## src/rtl/wb_commit.sv

```systemverilog
// wb_commit: multi-lane writeback stage.
// Registers the MEM->WB bundle under stall/flush and drives the register-file
// write ports and the side-band. It also serialises committed lanes through a
// trace FIFO onto a single-entry debug port.
//
// Handshake: there is no valid/ready pair here. The stage loads a bundle on any
// edge where rst is high and neither flush nor mem_stall is asserted. The FIFO
// pushes only on such load edges. It pops one entry per edge whenever it is
// non-empty. trace_stall_req asks the stall controller to hold off loads before
// the FIFO could overflow.
module wb_commit #(
  parameter int LANES       = 2,
  parameter int SIDE_WD     = 180,
  parameter int TRACE_DEPTH = 8
) (
  input  logic                 clk,
  input  logic                 rst,
  input  logic                 flush,
  input  logic                 mem_stall,
  input  logic                 wb_stall,
  input  logic [LANES-1:0]     lane_valid,
  input  logic [32*LANES-1:0]  lane_pc,
  input  logic [LANES-1:0]     lane_we,
  input  logic [5*LANES-1:0]   lane_waddr,
  input  logic [32*LANES-1:0]  lane_wdata,
  input  logic [SIDE_WD-1:0]   side_i,
  output logic [LANES-1:0]     rf_we,
  output logic [5*LANES-1:0]   rf_waddr,
  output logic [32*LANES-1:0]  rf_wdata,
  output logic [SIDE_WD-1:0]   side_o,
  output logic                 trace_stall_req,
  output logic [31:0]          debug_wb_pc,
  output logic [3:0]           debug_wb_rf_wen,
  output logic [4:0]           debug_wb_rf_wnum,
  output logic [31:0]          debug_wb_rf_wdata
);

  localparam int PW = $clog2(TRACE_DEPTH);
  localparam int CW = PW + 1;

  typedef struct packed {
    logic [31:0] pc;
    logic        wen;
    logic [4:0]  wnum;
    logic [31:0] wdata;
  } trace_t;

  // Per-lane views of the flat input buses (lane i sits at the low end for i=0).
  logic [LANES-1:0][31:0] in_pc;
  logic [LANES-1:0][4:0]  in_waddr;
  logic [LANES-1:0][31:0] in_wdata;
  assign in_pc    = lane_pc;
  assign in_waddr = lane_waddr;
  assign in_wdata = lane_wdata;

  // Pipeline register.
  logic [LANES-1:0]       valid_q, valid_d;
  logic [LANES-1:0]       we_q, we_d;
  logic [LANES-1:0][4:0]  waddr_q, waddr_d;
  logic [LANES-1:0][31:0] wdata_q, wdata_d;
  logic [SIDE_WD-1:0]     side_q, side_d;

  logic load;
  assign load = !flush && !mem_stall;

  // Next-state for the pipeline register: flush/bubble clear, load, or hold.
  always_comb begin
    valid_d = valid_q;
    we_d    = we_q;
    waddr_d = waddr_q;
    wdata_d = wdata_q;
    side_d  = side_q;
    if (flush || (mem_stall && !wb_stall)) begin
      valid_d = '0;
      we_d    = '0;
      waddr_d = '0;
      wdata_d = '0;
      side_d  = '0;
    end else if (!mem_stall) begin
      valid_d = lane_valid;
      we_d    = lane_we;
      waddr_d = in_waddr;
      wdata_d = in_wdata;
      side_d  = side_i;
    end
  end

  // Pipeline register state, with synchronous active-low clear.
  always_ff @(posedge clk) begin
    if (!rst) begin
      valid_q <= '0;
      we_q    <= '0;
      waddr_q <= '0;
      wdata_q <= '0;
      side_q  <= '0;
    end else begin
      valid_q <= valid_d;
      we_q    <= we_d;
      waddr_q <= waddr_d;
      wdata_q <= wdata_d;
      side_q  <= side_d;
    end
  end

  // Write enables. A younger lane writing the same GPR wins, so the older one is dropped.
  logic [LANES-1:0] base_we;
  always_comb begin
    base_we = '0;
    rf_we   = '0;
    for (int i = 0; i < LANES; i++) begin
      base_we[i] = valid_q[i] && we_q[i] && (waddr_q[i] != 5'd0);
    end
    for (int i = 0; i < LANES; i++) begin
      rf_we[i] = base_we[i];
      for (int j = i + 1; j < LANES; j++) begin
        if (base_we[j] && (waddr_q[j] == waddr_q[i])) rf_we[i] = 1'b0;
      end
    end
  end

  assign rf_waddr = waddr_q;
  assign rf_wdata = wdata_q;
  assign side_o   = side_q;

  // Trace FIFO.
  trace_t               mem_q [TRACE_DEPTH];
  logic [PW-1:0]        wr_ptr_q, rd_ptr_q;
  logic [CW-1:0]        count_q;
  trace_t               dbg_q;
  logic [LANES-1:0]     push_en;
  logic [LANES-1:0][PW-1:0] slot;
  trace_t [LANES-1:0]   push_entry;
  logic [CW-1:0]        n_push;
  logic                 pop;

  // Pack valid lanes into consecutive FIFO slots, oldest lane first.
  always_comb begin
    n_push     = '0;
    push_en    = '0;
    slot       = '0;
    push_entry = '0;
    for (int i = 0; i < LANES; i++) begin
      slot[i]             = wr_ptr_q + n_push[PW-1:0];
      push_en[i]          = rst && load && lane_valid[i];
      push_entry[i].pc    = in_pc[i];
      push_entry[i].wen   = lane_we[i] && (in_waddr[i] != 5'd0);
      push_entry[i].wnum  = in_waddr[i];
      push_entry[i].wdata = in_wdata[i];
      if (push_en[i]) n_push = n_push + CW'(1);
    end
  end

  assign pop = (count_q != '0);

  // FIFO storage; contents need no reset because count gates every read.
  always_ff @(posedge clk) begin
    for (int i = 0; i < LANES; i++) begin
      if (push_en[i]) mem_q[slot[i]] <= push_entry[i];
    end
  end

  // FIFO pointers, occupancy and the one-cycle debug register.
  always_ff @(posedge clk) begin
    if (!rst) begin
      wr_ptr_q <= '0;
      rd_ptr_q <= '0;
      count_q  <= '0;
      dbg_q    <= '0;
    end else begin
      wr_ptr_q <= wr_ptr_q + n_push[PW-1:0];
      rd_ptr_q <= rd_ptr_q + PW'(pop);
      count_q  <= count_q + n_push - CW'(pop);
      dbg_q    <= pop ? mem_q[rd_ptr_q] : '0;
    end
  end

  // The threshold keeps room for one whole bundle loaded while the request rises.
  assign trace_stall_req = (TRACE_DEPTH - int'(count_q)) < 2 * LANES;

  assign debug_wb_pc       = dbg_q.pc;
  assign debug_wb_rf_wen   = {4{dbg_q.wen}};
  assign debug_wb_rf_wnum  = dbg_q.wnum;
  assign debug_wb_rf_wdata = dbg_q.wdata;

endmodule

```

## config.mk

```make
export PLATFORM = sky130hd
export DESIGN_NAME = wb_commit
export DESIGN_NICKNAME = d
export VERILOG_FILES = /design/src/rtl/wb_commit.sv
export SDC_FILE = /design/constraint.sdc
export NUM_CORES = 1
export LEC_CHECK = 0
export CAP_MARGIN = 25
export CORE_MARGIN = 2
export CORE_UTILIZATION = 33
export CTS_BUF_LIST = sky130_fd_sc_hd__clkbuf_16
export CTS_CLUSTER_SIZE = 20
export DETAILED_ROUTE_END_ITERATION = 6
export GPL_TIMING_DRIVEN = 0
export PLACE_DENSITY_LB_ADDON = 0.1
export SYNTH_ARGS = -nofsm -noshare
export SYNTH_HDL_FRONTEND = slang
export SYNTH_SLANG_ARGS = --single-unit
```

## constraint.sdc

```tcl
create_clock -name clk -period 8.8 [get_ports clk]
set_clock_uncertainty 0.15 [all_clocks]
set_input_delay 1.32 -clock clk [delete_from_list [all_inputs] [get_ports clk]]
set_output_delay 1.32 -clock clk [all_outputs]
set_load 0.005 [all_outputs]
```

==> flow_summary.json, run 1 <==
{
  "fin_nets": 3596,
  "critPathLaunchType": "primary input",
  "wire_per_inst_um": 26.9,
  "fill_cells": 10400,
  "slew-limit-headroom_pct": 28.5,
  "finalMaxSlewViolations": 0,
  "cp_cell_sequence": "clkdlybuf4s50_1 -> clkbuf_1 -> nor4bb_1 -> ha_1 -> ha_1 -> xnor2_1 -> nand4b_1 -> buf_2 -> o21ai_4 -> buf_16 -> buf_12 -> buf_12",
  "hold_buffers": 0,
  "synth_area_um2": 38800,
  "portBuffers": 645,
  "worst_pin_slew_ns": 1.07,
  "worstHoldStart": "side_o[62]$_SDFFE_PP0N_",
  "swShare_pct": 25.6,
  "r2r_start": "wr_ptr_q[0]$_SDFF_PN0_",
  "core-area_um2": 116000,
  "pwr-share-clk_pct": 39.2,
  "p_leak_nw": 18.4,
  "routed_wl_um": 131000,
  "r2r_setup_slack_ns": 4.75,
  "cts_buffer_depth": 3,
  "maxCapViolations": 0,
  "status": "complete, no violations",
  "synth_seq_area_share_pct": 60.8,
  "hpwl_um": 92300,
  "synthesis.nets": 2801,
  "startpoint": "rst",
  "avgViaCountPerCell": 5.08,
  "cts_made_buffers": 106,
  "fin_crit_ns": 5.97,
  "power_frac_seq_pct": 41.9,
  "yosys_warnings": 0,
  "switchingPower_mw": 2.90,
  "setup_violations": 0,
  "die_h_um": 347,
  "critPathBufInv": 6,
  "route.detailed.drc": 0,
  "slowest_delay_ns": 0.83,
  "hp-class": "reg -> reg",
  "drt_iter0_drc": 1554,
  "dieArea_um2": 120000,
  "ys_types": 42,
  "grt_max_degree": 21,
  "drive_above_1_share_pct": 28.8,
  "clk_latency_ns": 0.70,
  "hold_viol_final": 0,
  "dp_cells": 4666,
  "tns_ns": 0,
  "cts_tree": "built",
  "cts_resized": 0,
  "power_density_nw_per_um2": 220,
  "async_flop_share_pct": 0,
  "grt_setup_unrepaired": "no",
  "vias": 24800,
  "start_util_pct": 33.3,
  "htreeDepth": 3,
  "avgSynthCellArea_um2": 15.8,
  "p_total_mw": 11.4,
  "syn_inst": 2458,
  "clockRootBuffer": "clkbuf_16",
  "final_cells": 4873,
  "min_period_over_period_pct": 67.9,
  "die_x_um": 347,
  "power_frac_comb_pct": 19.0,
  "synth.ff_latch_count": 898,
  "clock-sinks": 898,
  "grt_overflow_total": 0,
  "cpMaxStageDelayCell": "nor4bb_1",
  "ant_nets": 0,
  "area_growth_pct": 33.2,
  "p_int_mw": 8.45,
  "postCtsSetupBuffers": 0,
  "synth_edf_count": 560,
  "ios": 657,
  "grt_pass1_vias": 26700,
  "drtPass1Iterations": 5,
  "critPathMaxFanout": 19,
  "cp_top_family": "buffers and inverters",
  "antenna_found_initial": 10,
  "path_clk_slew_ns": 0.06,
  "critPathKind": "in -> reg",
  "arrival_ns": 6.20,
  "worstPathRequired_ns": 9.03,
  "end_kind": "flip-flop",
  "vdd_drop_max_uv": 137,
  "num_rows": 125,
  "synthFlopType": "edfxtp_1",
  "grtUsageTotal_pct": 21.4,
  "gp_congestion": 0.798,
  "fmax_ghz": 0.167,
  "grt_pass1_wl_um": 189000
}
-- worst paths after layout --
path	endpoint	depth (start not counted)
setup / recovery	mem_q[1][19]$_DFFE_PP_	12
hold / removal	side_o[62]$_SDFFE_PP0N_	2
setup reg to reg	mem_q[1][19]$_DFFE_PP_	9
hold reg to reg	side_o[62]$_SDFFE_PP0N_	2
-- stage by stage --
stage | setup slack, ns | hold WS, ns | instance area (um2) | util [%]
after detailed placement | 2.16 | 0.337 | 48100 | 41.3
after CTS | 2.89 | 0.349 | 51600 | 44.4
after floorplan | 0.791 | 0.314 | 38800 | -
after global placement | -7.39 | 0.325 | 47200 | 40.5
final | 2.83 | 0.341 | 51700 | 44.4
after global routing | 2.64 | 0.369 | 51700 | 44.4
-- routing by layer --
layer | part of all wire (%) | track usage, % | wire length (um)
met2 | 51 | 37.8 | 66300
met1 | 41 | 26.3 | 53400
met4 | 2.0 | 5.09 | 2570
met5 | 0.043 | 0 | 57
met3 | 6.8 | 5.20 | 8870
-- synth_stat cells, drive strengths merged (2+ instances only) --
| cell type | count | area [um2] |
|---|---|---|
| edfxtp | 560 | 16800 |
| mux2 | 552 | 6220 |
| dfxtp | 338 | 6770 |
| mux2i | 267 | 2670 |
| nor2 | 263 | 987 |
| mux4 | 140 | 3150 |
| clkbuf | 99 | 372 |
| buf | 79 | 485 |
| a22o | 70 | 613 |
| ha | 15 | 188 |
| inv | 9 | 33.8 |
| o21ai | 9 | 45.0 |
| xor2 | 9 | 78.8 |
| nand2 | 6 | 22.5 |
| and2 | 5 | 31.3 |
| nand2b | 4 | 25.0 |
| nand4b | 4 | 35.0 |
| or4 | 3 | 22.5 |
| xnor2 | 3 | 26.3 |
| a21oi | 2 | 10.0 |
| nand4 | 2 | 12.5 |
| nor4b | 2 | 47.6 |
| o21bai | 2 | 15.0 |
| or2 | 2 | 12.5 |
-- cell families after synthesis --
kind of cell	after synthesis	synth area share [%]
muxes	959	31.0
DFF	898	60.8
and+or+nand+nor	298	3.23
buffers and inverters	187	2.30
AOI/OAI and AO/OA	88	1.86
adders and majority gates	16	0.535
xor gates and xnor gates	12	0.271
-- cells in the final DEF, fill, tap and decap left out, types with 5 or more instances in the layout --
master / instances
clkdlybuf4s50_1: 645
edfxtp_1: 560
mux2_2: 540
dfxtp_1: 338
mux2i_1: 267
nor2_1: 263
mux4_2: 140
clkbuf_16: 109
clkbuf_1: 99
a22o_1: 70
buf_2: 55
inv_1: 32
clkinv_1: 23
buf_12: 20
clkinv_2: 17
buf_6: 15
ha_1: 15
bufinv_16: 13
buf_16: 13
mux2_1: 12
xor2_1: 9
clkinvlp_4: 8
buf_8: 8
buf_1: 6
nand2_1: 6
o21ai_4: 6
and2_1: 5
inv_6: 5
-- tightest hold or removal path, delay by kind of cell (launching register included) --
kind	cells	cell delay (ns)
simple gates	1	0.07
mux	1	0.06
flops	1	0.32
-- final cells by class --
cell class	count	area [um2]	share of cell area, %
diodes	2	5.00	0.00968
plain buffers	178	857	1.66
clock buffers	109	2730	5.28
clock inverters	93	803	1.55
inverters	9	33.8	0.0654
multi-input cells	1373	14400	27.9
flip-flops and latches	898	23600	45.6
well taps	1524	1910	3.69
repair buffers	687	7350	14.2
-- power by group through the flow --
stage / clock [mW] / sequential, mW / combinational [mW]
floorplan: 0 / 4.84 / 1.10
global placement: 0 / 4.84 / 2.13
detailed placement: 0 / 4.84 / 2.18
CTS: 4.57 / 4.76 / 2.20
global route: 4.73 / 4.77 / 2.31
finish: 4.45 / 4.75 / 2.15
-- sequential cells by signal (all words and copies together), names as in the netlist --
register,flops
we_q,2
debug_wb_rf_wdata,32
rf_wdata,64
debug_wb_rf_wen,1
debug_wb_rf_wnum,5
valid_q,2
count_q,4
rd_ptr_q,3
debug_wb_pc,32
rf_waddr,10
mem_q,560
side_o,180
wr_ptr_q,3
Note: power is estimated with default switching activity, not from simulation.
==> run 2: changes to the inputs <==
==> constraint.sdc (replaced) <==
create_clock -name clk -period 5.7 [get_ports clk]
set_clock_uncertainty 0.15 [all_clocks]
set_input_delay 0.855 -clock clk [delete_from_list [all_inputs] [get_ports clk]]
set_output_delay 0.855 -clock clk [all_outputs]
set_load 0.005 [all_outputs]
==> flow_summary.json, run 2 (synthesized netlist as in run 1, its figures left out) <==
{
  "maxCapViolations": 0,
  "hpwl_um": 91900,
  "cts_made_buffers": 106,
  "p_leak_nw": 18.3,
  "cp_cell_sequence": "clkdlybuf4s50_1 -> clkbuf_1 -> nor4bb_2 -> buf_4 -> ha_1 -> ha_1 -> xor2_1 -> nand4b_1 -> buf_2 -> o21ai_4 -> buf_16 -> buf_12 -> buf_12",
  "critPathMaxFanout": 17,
  "area_growth_pct": 32.6,
  "postCtsSetupBuffers": 0,
  "p_int_mw": 12.7,
  "wire_per_inst_um": 26.7,
  "grt_setup_unrepaired": "no",
  "htreeDepth": 3,
  "num_rows": 125,
  "gp_congestion": 0.782,
  "die_x_um": 347,
  "ios": 657,
  "clk_latency_ns": 0.69,
  "routed_wl_um": 130000,
  "min_period_over_period_pct": 91.6,
  "portBuffers": 645,
  "hold_viol_final": 0,
  "power_frac_seq_pct": 42.7,
  "worst_pin_slew_ns": 0.996,
  "core-area_um2": 116000,
  "critPathKind": "in -> reg",
  "dieArea_um2": 120000,
  "status": "complete, no violations",
  "grt_max_degree": 21,
  "fmax_ghz": 0.192,
  "critPathBufInv": 7,
  "swShare_pct": 25.9,
  "power_frac_comb_pct": 19.3,
  "drt_iter0_drc": 1472,
  "layout_commonest_cell": "clkdlybuf4s50_1",
  "final_cell_mix": "clkdlybuf4s50_1, edfxtp_1, mux2_2, dfxtp_1, mux2i_1",
  "grt_pass1_vias": 27100,
  "cpMaxStageDelayCell": "nand4b_1",
  "clock-sinks": 898,
  "cts_resized": 0,
  "finalMaxSlewViolations": 0,
  "power_density_nw_per_um2": 334,
  "slew-limit-headroom_pct": 33.6,
  "grt_pass1_wl_um": 187000,
  "dp_cells": 4666,
  "avgViaCountPerCell": 5.07,
  "slowest_delay_ns": 0.68,
  "cp_top_family": "buffers and inverters",
  "grtUsageTotal_pct": 21.3,
  "arrival_ns": 5.45,
  "end_kind": "flip-flop",
  "tns_ns": 0,
  "drive_above_1_share_pct": 28.8,
  "vias": 24700,
  "grt_overflow_total": 0,
  "cts_tree": "built",
  "fin_nets": 3594,
  "die_h_um": 347,
  "route.detailed.drc": 0,
  "setup_violations": 0,
  "pwr-share-clk_pct": 38.0,
  "largest_reg_flops": 560,
  "hp-class": "reg -> reg",
  "switchingPower_mw": 4.44,
  "ant_nets": 0,
  "clockRootBuffer": "clkbuf_16",
  "path_clk_slew_ns": 0.06,
  "drtPass1Iterations": 5,
  "final_cells": 4876,
  "start_util_pct": 33.3,
  "critPathLaunchType": "primary input",
  "hold_buffers": 0,
  "worstPathRequired_ns": 5.93,
  "fin_crit_ns": 5.22,
  "cts_buffer_depth": 3,
  "vdd_drop_max_uv": 225,
  "antenna_found_initial": 14,
  "holdWs_ns": 0.343
}
==> run 2: power by group through the flow <==
stage | Sequential [mW] | Combinational, mW | Clock [mW]
global route | 7.36 | 3.57 | 6.94
floorplan | 7.47 | 1.70 | 0
detailed placement | 7.47 | 3.37 | 0
CTS | 7.34 | 3.39 | 6.71
finish | 7.33 | 3.31 | 6.53
global placement | 7.47 | 3.29 | 0
==> run 2: stage by stage <==
step	area, um2	setup WS [ns]	power (mW)	util (%)
final	51400	0.479	17.2	44.2
after global routing	51400	0.276	17.9	44.2
after CTS	51400	0.481	17.4	44.2
after detailed placement	48100	-0.247	10.8	41.3
after global placement	47200	-10.75	10.8	40.5
after floorplan	38800	-1.84	9.17	-
==> run 2: layer usage <==
metal | global-route usage, % | vias up | share of wire [%]
met1 | 25.7 | 12700 | 40
met2 | 37.5 | 770 | 51
met5 | 0 | - | 0.069
met3 | 5.51 | 180 | 6.7
met4 | 5.50 | 14 | 2.2
li1 | - | 11000 | -
==> run 2: worst reg2reg max path: cells and delay by family, from the launching register on <==
family / cells / cell delay [ns]
and+or+nand+nor: 1 / 0.68
AOI/OAI and AO/OA: 1 / 0.33
DFF: 1 / 0.43
adders and majority gates: 2 / 0.41
xor gates and xnor gates: 1 / 0.38
buffers and inverters: 4 / 1.18
==> run 2: cell type report <==
class / count / area [um2]
clock buffer: 110 / 2750
timing repair buffer: 685 / 7280
inverter: 9 / 33.8
clock inverter: 92 / 591
multi-input combinational: 1373 / 14400
antenna: 7 / 17.5
sequential: 898 / 23600
tap: 1524 / 1910
fill: 10500 / 64900
buffer: 178 / 857
==> run 2: worst paths after layout <==
check / endpoint / depth (start not counted) / startpoint / slack (ns)
min: side_o[57]$_SDFFE_PP0N_ / 2 / side_o[57]$_SDFFE_PP0N_ / 0.34
max: mem_q[5][57]$_DFFE_PP_ / 13 / rst / 0.48
min reg2reg: side_o[57]$_SDFFE_PP0N_ / 2 / side_o[57]$_SDFFE_PP0N_ / 0.34
max reg2reg: mem_q[5][57]$_DFFE_PP_ / 9 / wr_ptr_q[0]$_SDFF_PN0_ / 1.82
==> run 3: changes to the inputs <==
--- a/config.mk
+++ b/config.mk
@@ -13,6 +13,7 @@
 export DETAILED_ROUTE_END_ITERATION = 6
 export GPL_TIMING_DRIVEN = 0
 export PLACE_DENSITY_LB_ADDON = 0.1
+export REMOVE_ABC_BUFFERS = 1
 export SYNTH_ARGS = -nofsm -noshare
 export SYNTH_HDL_FRONTEND = slang
 export SYNTH_SLANG_ARGS = --single-unit
==> constraint.sdc (replaced) <==
create_clock -name clk -period 6.4 [get_ports clk]
set_clock_uncertainty 0.15 [all_clocks]
set_input_delay 0.96 -clock clk [delete_from_list [all_inputs] [get_ports clk]]
set_output_delay 0.96 -clock clk [all_outputs]
set_load 0.005 [all_outputs]
==> flow_summary.json, run 3 (synthesized netlist as in run 1, its figures left out) <==
{
  "slew-limit-headroom_pct": 29.5,
  "slowest_delay_ns": 0.68,
  "power_frac_seq_pct": 44.0,
  "min_period_over_period_pct": 90.9,
  "layout_commonest_cell": "clkdlybuf4s50_1",
  "status": "complete, no violations",
  "dp_cells": 4581,
  "pwr-share-clk_pct": 37.5,
  "worstHoldStart": "rf_wdata[41]$_SDFFE_PP0N_",
  "cts_made_buffers": 105,
  "grt_pass1_vias": 26300,
  "p_int_mw": 11.2,
  "critPathKind": "in -> reg",
  "drtPass1Iterations": 5,
  "portBuffers": 656,
  "wire_per_inst_um": 26.4,
  "critPathLaunchType": "primary input",
  "fin_nets": 3508,
  "vdd_drop_max_uv": 200,
  "routed_wl_um": 126000,
  "r2r_start": "wr_ptr_q[0]$_SDFF_PN0_",
  "fmax_ghz": 0.172,
  "cts_buffer_depth": 3,
  "hold_buffers": 0,
  "path_clk_slew_ns": 0.05,
  "holdWs_ns": 0.343,
  "gp_congestion": 0.813,
  "cpMaxStageDelayCell": "nand4b_1",
  "switchingPower_mw": 3.83,
  "p_total_mw": 15.1,
  "cts_resized": 0,
  "setup_violations": 0,
  "hpwl_um": 89300,
  "largest_reg_flops": 560,
  "ant_nets": 0,
  "final_cells": 4785,
  "clock-sinks": 898,
  "grtUsageTotal_pct": 20.7,
  "end_kind": "flip-flop",
  "ios": 657,
  "clk_latency_ns": 0.69,
  "grt_overflow_total": 0,
  "hp-class": "reg -> reg",
  "arrival_ns": 6.04,
  "critPathBufInv": 7,
  "p_leak_nw": 18.6,
  "clockRootBuffer": "clkbuf_16",
  "power_frac_comb_pct": 18.6,
  "htreeDepth": 3,
  "grt_setup_unrepaired": "no",
  "start_util_pct": 33.3,
  "route.detailed.drc": 0,
  "maxCapViolations": 0,
  "hold_viol_final": 0,
  "antenna_found_initial": 25,
  "postCtsSetupBuffers": 0,
  "cp_top_family": "buffers and inverters",
  "worstPathRequired_ns": 6.63,
  "grt_pass1_wl_um": 183000,
  "power_density_nw_per_um2": 290,
  "die_x_um": 347,
  "finalMaxSlewViolations": 0,
  "dpl_worst_slack_ns": -0.360,
  "dieArea_um2": 120000,
  "final_cell_mix": "clkdlybuf4s50_1, edfxtp_1, mux2_2, dfxtp_1, mux2i_1",
  "vias": 24100,
  "fill_cells": 10300,
  "tns_ns": 0,
  "grt_max_degree": 92,
  "startpoint": "mem_stall",
  "die_h_um": 347,
  "drive_above_1_share_pct": 29.7,
  "drt_iter0_drc": 1302,
  "area_growth_pct": 34.1,
  "fin_crit_ns": 5.82,
  "cp_cell_sequence": "buf_8 -> buf_16 -> buf_16 -> nor4bb_1 -> buf_2 -> ha_1 -> ha_1 -> xnor2_1 -> nand4b_1 -> buf_8 -> o21ai_4 -> buf_12 -> buf_12",
  "num_rows": 125,
  "layout_setup_ws_ns": 0.584,
  "worst_pin_slew_ns": 1.05,
  "critPathMaxFanout": 91,
  "swShare_pct": 25.4,
  "cts_tree": "built",
  "avgViaCountPerCell": 5.04,
  "core-area_um2": 116000
}
run 3: final timing paths:
check	end	slack, ns	cells after the start
max	mem_q[1][67]$_DFFE_PP_	0.58	13
min reg2reg	rf_wdata[41]$_SDFFE_PP0N_	0.34	2
max reg2reg	mem_q[1][67]$_DFFE_PP_	2.73	8
min	rf_wdata[41]$_SDFFE_PP0N_	0.34	2
run 3: stage by stage:
stage | utilization [%] | cell area [um2]
after floorplan | - | 37900
after global placement | 39.9 | 46400
after detailed placement | 41.9 | 48800
after CTS | 44.7 | 52000
after global routing | 44.7 | 52000
final | 44.7 | 52000
run 3: worst reg2reg max path, stage by stage (launching register included):
cell and delay [ns]:
dfxtp_1 0.37, ha_1 0.24, ha_1 0.24, xnor2_1 0.42, nand4b_1 0.68, buf_8 0.40, o21ai_4 0.33, buf_12 0.28
buf_12 0.21
run 3: area by class of cell:
class | count | area (um2) | share of cell area [%]
Timing Repair Buffer | 778 | 8820 | 17.0
Inverter | 9 | 33.8 | 0.0649
Multi-Input combinational cell | 1373 | 14400 | 27.7
Clock inverter | 89 | 522 | 1.00
Clock buffer | 108 | 2700 | 5.19
Tap cell | 1524 | 1910 | 3.66
Sequential cell | 898 | 23600 | 45.3
Antenna cell | 6 | 15.0 | 0.0289
run 3: power groups by stage:
stage                     combinational [mW]  clock (mW)  sequential (mW)
after floorplan                         1.44           0             6.88
after global placement                  3.16           0             7.12
after detailed placement                2.85           0             6.76
after CTS                               2.87        5.81             6.64
after global routing                    3.00        6.02             6.66
final                                   2.80        5.64             6.63
run 3: metal layers:
metal	GRT usage, %	wire length, um
met1	23.8	49300
met2	37.0	64900
met3	5.96	8310
met4	6.58	3710
met5	0	166
